--- config.mk ---
export PLATFORM = sky130hd
export DESIGN_NAME = simulador_drone
export DESIGN_NICKNAME = d
export VERILOG_FILES = /design/src/rtl/drone_pkg.sv /design/src/rtl/hexa7seg.sv /design/src/rtl/simulador_drone.sv
export SDC_FILE = /design/constraint.sdc
export NUM_CORES = 1
export LEC_CHECK = 0
export CAP_MARGIN = 20
export CORE_UTILIZATION = 43
export CTS_CLUSTER_DIAMETER = 150
export DETAILED_ROUTE_END_ITERATION = 10
export PLACE_DENSITY = 0.72
export SLEW_MARGIN = 20
export SYNTH_ARGS = -nofsm -noshare
export SYNTH_HDL_FRONTEND = slang
export SYNTH_HIERARCHICAL = 1
export SYNTH_SLANG_ARGS = --single-unit
--- constraint.sdc ---
create_clock -name clock -period 8.3 [get_ports clock]
set_clock_uncertainty 0.2 [all_clocks]
set_input_delay 1.66 -clock clock [delete_from_list [all_inputs] [get_ports clock]]
set_output_delay 1.66 -clock clock [all_outputs]
set_load 0.02 [all_outputs]
--- src/rtl/drone_pkg.sv ---
// Shared definitions for the drone-obstacle game: grid limits, FSM state
// codes, difficulty modes and the per-mode obstacle map.
package drone_pkg;

  localparam int unsigned LARGURA   = 16;  // grid columns
  localparam int unsigned ALTURA    = 4;   // grid rows
  localparam int unsigned MAX_VIDAS = 3;

  localparam int unsigned HW = 4;  // column index width
  localparam int unsigned VW = 2;  // row index width
  localparam int unsigned LW = 2;  // lives width
  localparam int unsigned CW = 4;  // collision counter width

  localparam logic [HW-1:0] H_MAX = 4'(LARGURA - 1);
  localparam logic [VW-1:0] V_MAX = 2'(ALTURA - 1);
  localparam logic [LW-1:0] L_MAX = 2'(MAX_VIDAS);
  localparam logic [CW-1:0] C_MAX = 4'hF;

  // Codes are shown on the state display, so they are fixed values.
  typedef enum logic [3:0] {
    INICIAL       = 4'h0,
    ESCOLHE_MODO  = 4'h1,
    ESCOLHE_VIDAS = 4'h2,
    JOGANDO       = 4'h3,
    VERIFICA      = 4'h4,
    COLISAO       = 4'h5,
    VENCEU        = 4'hA,
    PERDEU        = 4'hF
  } estado_t;

  typedef enum logic [1:0] {
    MODO_NENHUM  = 2'b00,
    MODO_FACIL   = 2'b01,
    MODO_DIFICIL = 2'b10
  } modo_t;

  // Obstacle mask of one column; bit r blocks row r.
  function automatic logic [3:0] obstaculo(input modo_t modo, input logic [HW-1:0] coluna);
    logic [3:0] mascara;
    mascara = 4'b0000;
    if (modo == MODO_FACIL) begin
      case (coluna)
        4'd4:    mascara = 4'b0001;
        4'd8:    mascara = 4'b0010;
        4'd12:   mascara = 4'b0100;
        default: mascara = 4'b0000;
      endcase
    end else if (modo == MODO_DIFICIL) begin
      case (coluna)
        4'd3:    mascara = 4'b0011;
        4'd6:    mascara = 4'b0110;
        4'd9:    mascara = 4'b1100;
        4'd12:   mascara = 4'b0011;
        4'd14:   mascara = 4'b0110;
        default: mascara = 4'b0000;
      endcase
    end
    return mascara;
  endfunction

endpackage

--- src/rtl/hexa7seg.sv ---
// Hex digit to 7-segment decoder.
// valor      : 4-bit value
// segmentos_c: active-low segments, bit0 = a ... bit6 = g
module hexa7seg (
  input  logic [3:0] valor,
  output logic [6:0] segmentos_c
);

  logic [6:0] ativo;

  // Active-high glyph table, inverted at the output.
  always_comb begin
    ativo = 7'h00;
    case (valor)
      4'h0: ativo = 7'h3F;
      4'h1: ativo = 7'h06;
      4'h2: ativo = 7'h5B;
      4'h3: ativo = 7'h4F;
      4'h4: ativo = 7'h66;
      4'h5: ativo = 7'h6D;
      4'h6: ativo = 7'h7D;
      4'h7: ativo = 7'h07;
      4'h8: ativo = 7'h7F;
      4'h9: ativo = 7'h6F;
      4'hA: ativo = 7'h77;
      4'hB: ativo = 7'h7C;
      4'hC: ativo = 7'h39;
      4'hD: ativo = 7'h5E;
      4'hE: ativo = 7'h79;
      4'hF: ativo = 7'h71;
      default: ativo = 7'h00;
    endcase
    segmentos_c = ~ativo;
  end

endmodule

--- src/rtl/simulador_drone.sv ---
// Drone-obstacle game controller: menu for mode and lives, then moves a
// drone on a 16x4 grid, counting collisions until it wins or loses.
// clock, reset (sync, active-low); iniciar, confirma, controle_vertical,
// controle_horizontal: player inputs (acted on at their rising change).
// venceu/perdeu: end-of-game flags; db_*: 7-seg debug displays;
// db_modo: chosen mode; colisao_counter_out: 7-seg collision count.
module simulador_drone (
  input  logic       clock,
  input  logic       reset,
  input  logic       iniciar,
  input  logic [1:0] controle_vertical,
  input  logic [1:0] controle_horizontal,
  input  logic       confirma,
  output logic       venceu,
  output logic       perdeu,
  output logic [6:0] db_posicao_horizontal,
  output logic [6:0] db_posicao_vertical,
  output logic [6:0] db_obstaculos,
  output logic [6:0] db_estado,
  output logic [1:0] db_modo,
  output logic [6:0] colisao_counter_out,
  output logic [6:0] db_vidas
);

  import drone_pkg::*;

  estado_t       estado, estado_prox;
  modo_t         modo, modo_prox;
  logic [HW-1:0] h, h_prox, h_cand, h_cand_prox;
  logic [VW-1:0] v, v_prox, v_cand, v_cand_prox;
  logic [LW-1:0] vidas, vidas_prox;
  logic [CW-1:0] colisoes, colisoes_prox;

  logic       iniciar_ant, confirma_ant;
  logic [1:0] vertical_ant, horizontal_ant;

  // Actions fire only on the cycle an input changes into its active value.
  logic borda_iniciar, borda_confirma, borda_cima, borda_baixo, borda_frente, borda_tras;
  assign borda_iniciar  = iniciar & ~iniciar_ant;
  assign borda_confirma = confirma & ~confirma_ant;
  assign borda_cima     = (controle_vertical == 2'b01) && (vertical_ant != 2'b01);
  assign borda_baixo    = (controle_vertical == 2'b10) && (vertical_ant != 2'b10);
  assign borda_frente   = (controle_horizontal == 2'b01) && (horizontal_ant != 2'b01);
  assign borda_tras     = (controle_horizontal == 2'b10) && (horizontal_ant != 2'b10);

  logic [3:0] mascara_cand;
  assign mascara_cand = obstaculo(modo, h_cand);

  // State and datapath registers.
  always_ff @(posedge clock) begin
    if (!reset) begin
      estado         <= INICIAL;
      modo           <= MODO_NENHUM;
      h              <= '0;
      v              <= '0;
      h_cand         <= '0;
      v_cand         <= '0;
      vidas          <= '0;
      colisoes       <= '0;
      iniciar_ant    <= 1'b0;
      confirma_ant   <= 1'b0;
      vertical_ant   <= 2'b00;
      horizontal_ant <= 2'b00;
    end else begin
      estado         <= estado_prox;
      modo           <= modo_prox;
      h              <= h_prox;
      v              <= v_prox;
      h_cand         <= h_cand_prox;
      v_cand         <= v_cand_prox;
      vidas          <= vidas_prox;
      colisoes       <= colisoes_prox;
      iniciar_ant    <= iniciar;
      confirma_ant   <= confirma;
      vertical_ant   <= controle_vertical;
      horizontal_ant <= controle_horizontal;
    end
  end

  // Next-state and datapath update.
  always_comb begin
    estado_prox   = estado;
    modo_prox     = modo;
    h_prox        = h;
    v_prox        = v;
    h_cand_prox   = h_cand;
    v_cand_prox   = v_cand;
    vidas_prox    = vidas;
    colisoes_prox = colisoes;

    case (estado)
      INICIAL: begin
        h_prox        = '0;
        v_prox        = '0;
        vidas_prox    = '0;
        colisoes_prox = '0;
        modo_prox     = MODO_NENHUM;
        if (borda_iniciar) begin
          estado_prox = ESCOLHE_MODO;
          modo_prox   = MODO_FACIL;
        end
      end
      ESCOLHE_MODO: begin
        if (borda_confirma) begin
          estado_prox = ESCOLHE_VIDAS;
          vidas_prox  = 2'd1;
        end else if (borda_cima) begin
          modo_prox = MODO_DIFICIL;
        end else if (borda_baixo) begin
          modo_prox = MODO_FACIL;
        end
      end
      ESCOLHE_VIDAS: begin
        if (borda_confirma) begin
          estado_prox   = JOGANDO;
          h_prox        = '0;
          v_prox        = '0;
          colisoes_prox = '0;
        end else if (borda_cima && (vidas != L_MAX)) begin
          vidas_prox = vidas + 2'd1;
        end else if (borda_baixo && (vidas > 2'd1)) begin
          vidas_prox = vidas - 2'd1;
        end
      end
      JOGANDO: begin
        // Horizontal wins when both axes change in the same cycle.
        if (borda_frente || borda_tras) begin
          estado_prox = VERIFICA;
          v_cand_prox = v;
          if (borda_frente) h_cand_prox = (h == H_MAX) ? H_MAX : h + 4'd1;
          else              h_cand_prox = (h == '0) ? h : h - 4'd1;
        end else if (borda_cima || borda_baixo) begin
          estado_prox = VERIFICA;
          h_cand_prox = h;
          if (borda_cima) v_cand_prox = (v == V_MAX) ? V_MAX : v + 2'd1;
          else            v_cand_prox = (v == '0) ? v : v - 2'd1;
        end
      end
      VERIFICA: begin
        if (mascara_cand[v_cand]) begin
          estado_prox = COLISAO;
        end else begin
          h_prox      = h_cand;
          v_prox      = v_cand;
          estado_prox = (h_cand == H_MAX) ? VENCEU : JOGANDO;
        end
      end
      COLISAO: begin
        vidas_prox    = vidas - 2'd1;
        colisoes_prox = (colisoes == C_MAX) ? C_MAX : colisoes + 4'd1;
        estado_prox   = (vidas == 2'd1) ? PERDEU : JOGANDO;
      end
      VENCEU, PERDEU: begin
        if (borda_iniciar) begin
          estado_prox = ESCOLHE_MODO;
          modo_prox   = MODO_FACIL;
        end
      end
      default: estado_prox = INICIAL;
    endcase
  end

  assign venceu  = (estado == VENCEU);
  assign perdeu  = (estado == PERDEU);
  assign db_modo = modo;

  // Obstacles ahead of the drone; nothing lies beyond the last column.
  logic [3:0] mascara_frente;
  assign mascara_frente = (h == H_MAX) ? 4'b0000 : obstaculo(modo, h + 4'd1);

  hexa7seg u_hex_h      (.valor(h),                   .segmentos_c(db_posicao_horizontal));
  hexa7seg u_hex_v      (.valor({2'b00, v}),          .segmentos_c(db_posicao_vertical));
  hexa7seg u_hex_obs    (.valor(mascara_frente),      .segmentos_c(db_obstaculos));
  hexa7seg u_hex_estado (.valor(4'(estado)),          .segmentos_c(db_estado));
  hexa7seg u_hex_col    (.valor(colisoes),            .segmentos_c(colisao_counter_out));
  hexa7seg u_hex_vidas  (.valor({2'b00, vidas}),      .segmentos_c(db_vidas));

endmodule

==> results.yml <==
placement:
  place.detailed.hpwl_um: 6044
  port_buf_inserts: 51
  globalplace.congestion: 0.8393
global_route:
  number_of_antenna_violations_at_the_first_check_in_global_routing: 0
  grt_start_max_net_pins: 31
  grt_pass1_vias: 3124
  grt-ovfl-total: 0
  groute.usage.overall_pct: 18.83
  wire_length_of_the_first_global_routing_pass_um: 13990
worst_setup_path:
  peak_per_stage_delay_on_the_critical_path_ns: 0.88
  critical_path_required_ns: 6.44
  crit_path_dat_ns: 4.04
  startpoint_type: "flip-flop"
  timing_worst_setup_path_type: "flip-flop to primary output"
  worst_path_dominant_cell_family: "flip-flops"
  critPathMostFrequentCell: "sky130_fd_sc_hd__inv_1"
  critical_path_cell_sequence: "nand3_1 > xor2_1 > and4_1 > o21ai_0 > o221ai_1 > inv_1 > ha_1 > inv_1 > mux4_1 > clkdlybuf4s50_1"
  cp_num_cells: 10
  slowest_stage: "sky130_fd_sc_hd__dfxtp_1"
  register_to_register_path_depth: 5
  critPathMaxFanout: 30
  critical_path_buf_inv_count: 3
  worstSetupEndpointType: "primary output"
synth:
  synth.distinct_cells: 63
  synthMuxAreaShare_pct: 8.384
  synth-simple-area-share_pct: 26.94
  seq_area_frac_synth_pct: 16.16
  syn_inst: 474
  post_synthesis_async_set_or_reset_flop_share_pct: 0
  avgSynthCellArea_sq_um: 7.840
  synth_area_sq_um: 3716
  synth_edf_count: 0
  synth_adder_area_share_pct: 14.81
  synth_top_flop_cell: "sky130_fd_sc_hd__dfxtp_1"
  yosys_warnings: 6
  synth_xor_xnor_area_share_pct: 0.4714
  dominant_combinational_cell_family_by_area_after_synthesis: "simple AND/OR/NAND/NOR gates"
  synth-compound-area-share_pct: 25.42
  postSynthRegisterBits: 30
sta:
  hold-worst-slack_ns: 0.3640
  clock.fmax_mhz: 169.5
  slew-limit-headroom_pct: 36.44
  max_slew.worst_pin.slew_ns: 0.9521
  fin_setup_tns_ns: 0
  setup-violations-final: 0
  finalCriticalPeriod_ns: 5.901
  hold_viol: 0
  rsz_0062_raised_after_global_routing: "no"
  finalMaxSlewViolations: 0
  post-route-period-util_pct: 71.10
min_path:
  whs_path_depth: 1
  hold_removal_path_class: "flip-flop to flip-flop"
power_and_ir_drop:
  vdd_drop_max_v: 0.0001118
  p_leak_nw: 1.678
  power_density_nw_per_um2: 138.5
layout:
  n_antenna_cell: 0
  finalNetCount: 565
  leading_cell_type_in_the_layout_fill_and_taps_excluded: "sky130_fd_sc_hd__clkdlybuf4s50_1"
  mostFrequentLayoutCells: "sky130_fd_sc_hd__clkdlybuf4s50_1 (51), sky130_fd_sc_hd__ha_1 (44), sky130_fd_sc_hd__nor2_1 (35)"
  post_route_cells_drive_above_1_share_pct: 4.864
  area.growth.synth_to_final_pct: 16.46
run_status:
  run_status: "finished, final reports clean"
route:
  avgViaCountPerCell: 5.661
  wl_met2_um: 3662
  remaining_drc_errors: 0
  drt-total-wl_um: 8194
  routed-via-count: 3504
  detailedRoute.firstPassIterationCount: 4
  drt-met1-wl_um: 4130
  detailedRoute.firstIterationViolations: 203
  route.detailed.wl_per_inst_um: 13.24
  dr_wl_met3_um: 336
  antenna_violating_nets_post_route: 0
  highest-signal-layer: "met4"
clocking:
  postCtsResizedCells: 0
  tritoncts: "done"
  clk_transition_reported_paths_ns: 0.06
  post-cts-setup-buffer-count: 0
  cts.sink_count: 30
  buffer_cell_driving_the_clock_tree_root: "sky130_fd_sc_hd__clkbuf_8"
  cts.hold.buffers_added: 0
  ctsLongestPathBuffers: 2
  htree_num_levels: 2
  source_to_sink_clock_delay_at_the_later_pin_of_the_worst_skew_pair_ns: 0.29
  cts-buffers-inserted: 5
floorplanning:
  initial_core_util_pct: 44.78
  coreArea_sq_um: 8299
  fp.dieW_um: 94.96
  die_area_sq_um: 9017
  io_pins: 54
  floorplan.die.height_um: 94.96
  num_rows: 33
flow_run:
  timing.max_cap.violations: 0
## registers in the layout, indices dropped and copies added (netlist names), 4 cells and up
register and count:
h 4, h_cand 4, colisoes 4, estado 4
## cell type report
type	count	area, sq um
Tap cell	105	131.4
Fill cell	789	3971
Clock buffer	6	82.58
Multi-Input combinational cell	393	2863
Inverter	30	112.6
Timing Repair Buffer	53	525.5
Clock inverter	2	12.51
Sequential cell	30	600.6
## worst reg2reg max path, cell delays in order (launching register included)
cell,delay (ns)
sky130_fd_sc_hd__dfxtp_1,0.87
sky130_fd_sc_hd__inv_2,0.17
sky130_fd_sc_hd__or3_1,0.43
sky130_fd_sc_hd__or3_4,0.37
sky130_fd_sc_hd__o31ai_4,0.27
sky130_fd_sc_hd__a22o_1,0.19
## kinds of logic after synthesis
kind of cell | Yosys count
other cells | 1
mux | 22
compound gates | 134
xor+xnor | 2
fa+ha+maj | 44
flops | 30
buf+inv | 60
simple gates | 181
## report_power, final
group          switching, mW  total, mW  internal (mW)  leakage, nW
Clock                 0.0594      0.126         0.0666       0.0472
Sequential            0.0215      0.176          0.155        0.244
Combinational          0.164      0.297          0.133         1.39
## synthesized netlist by cell type (all sizes together), types with 5 or more instances
library cell  number  share of area, %
nand2b            18               3.0
mux2i             15               4.0
o211ai             6               1.2
nand2             32               3.2
or3b               6               1.4
nor2b             22               3.7
nor3               7              0.94
a31oi             14               2.4
mux4               6               4.0
nor3b              5               1.0
ha                44                15
a32o               5               1.3
buf               15               3.2
inv               30               3.0
a21o               5               1.0
a21oi             24               3.2
a22o              16               3.8
nand3b             6               1.2
clkbuf            15               1.5
nor2              40               4.4
and2              10               1.7
nand3             14               1.9
dfxtp             30                16
o32ai              6               1.4
nor4bb             5               1.3
o21ai             28               3.8
## path summary, 6_finish.rpt
path,start,to,slack (ns)
max,h[2],db_obstaculos[3],2.40
min reg2reg,v_cand[0],v[0],0.36
min,v_cand[0],v[0],0.36
max reg2reg,estado[2],h[3],5.74
## per-stage QoR
step	util [%]	cells	power [mW]	area, sq um	worst slack [ns]
2_1_floorplan	-	483	0.3854	3750	3.757
3_3_place_gp	51.00	611	0.4658	4233	2.918
3_5_place_dp	51.00	611	0.4719	4233	2.664
4_1_cts	52.15	619	0.5970	4328	2.357
5_1_grt	52.15	619	0.6399	4328	1.988
6_report	52.15	619	0.5992	4328	2.399
## routing by layer
metal  vias up  track usage (%)
li1       1801                -
met1      1602            25.58
met2        94            30.70
met3         7            3.704
met4         0            4.040
met5         -                0
Power figures use the tool's default switching activity.
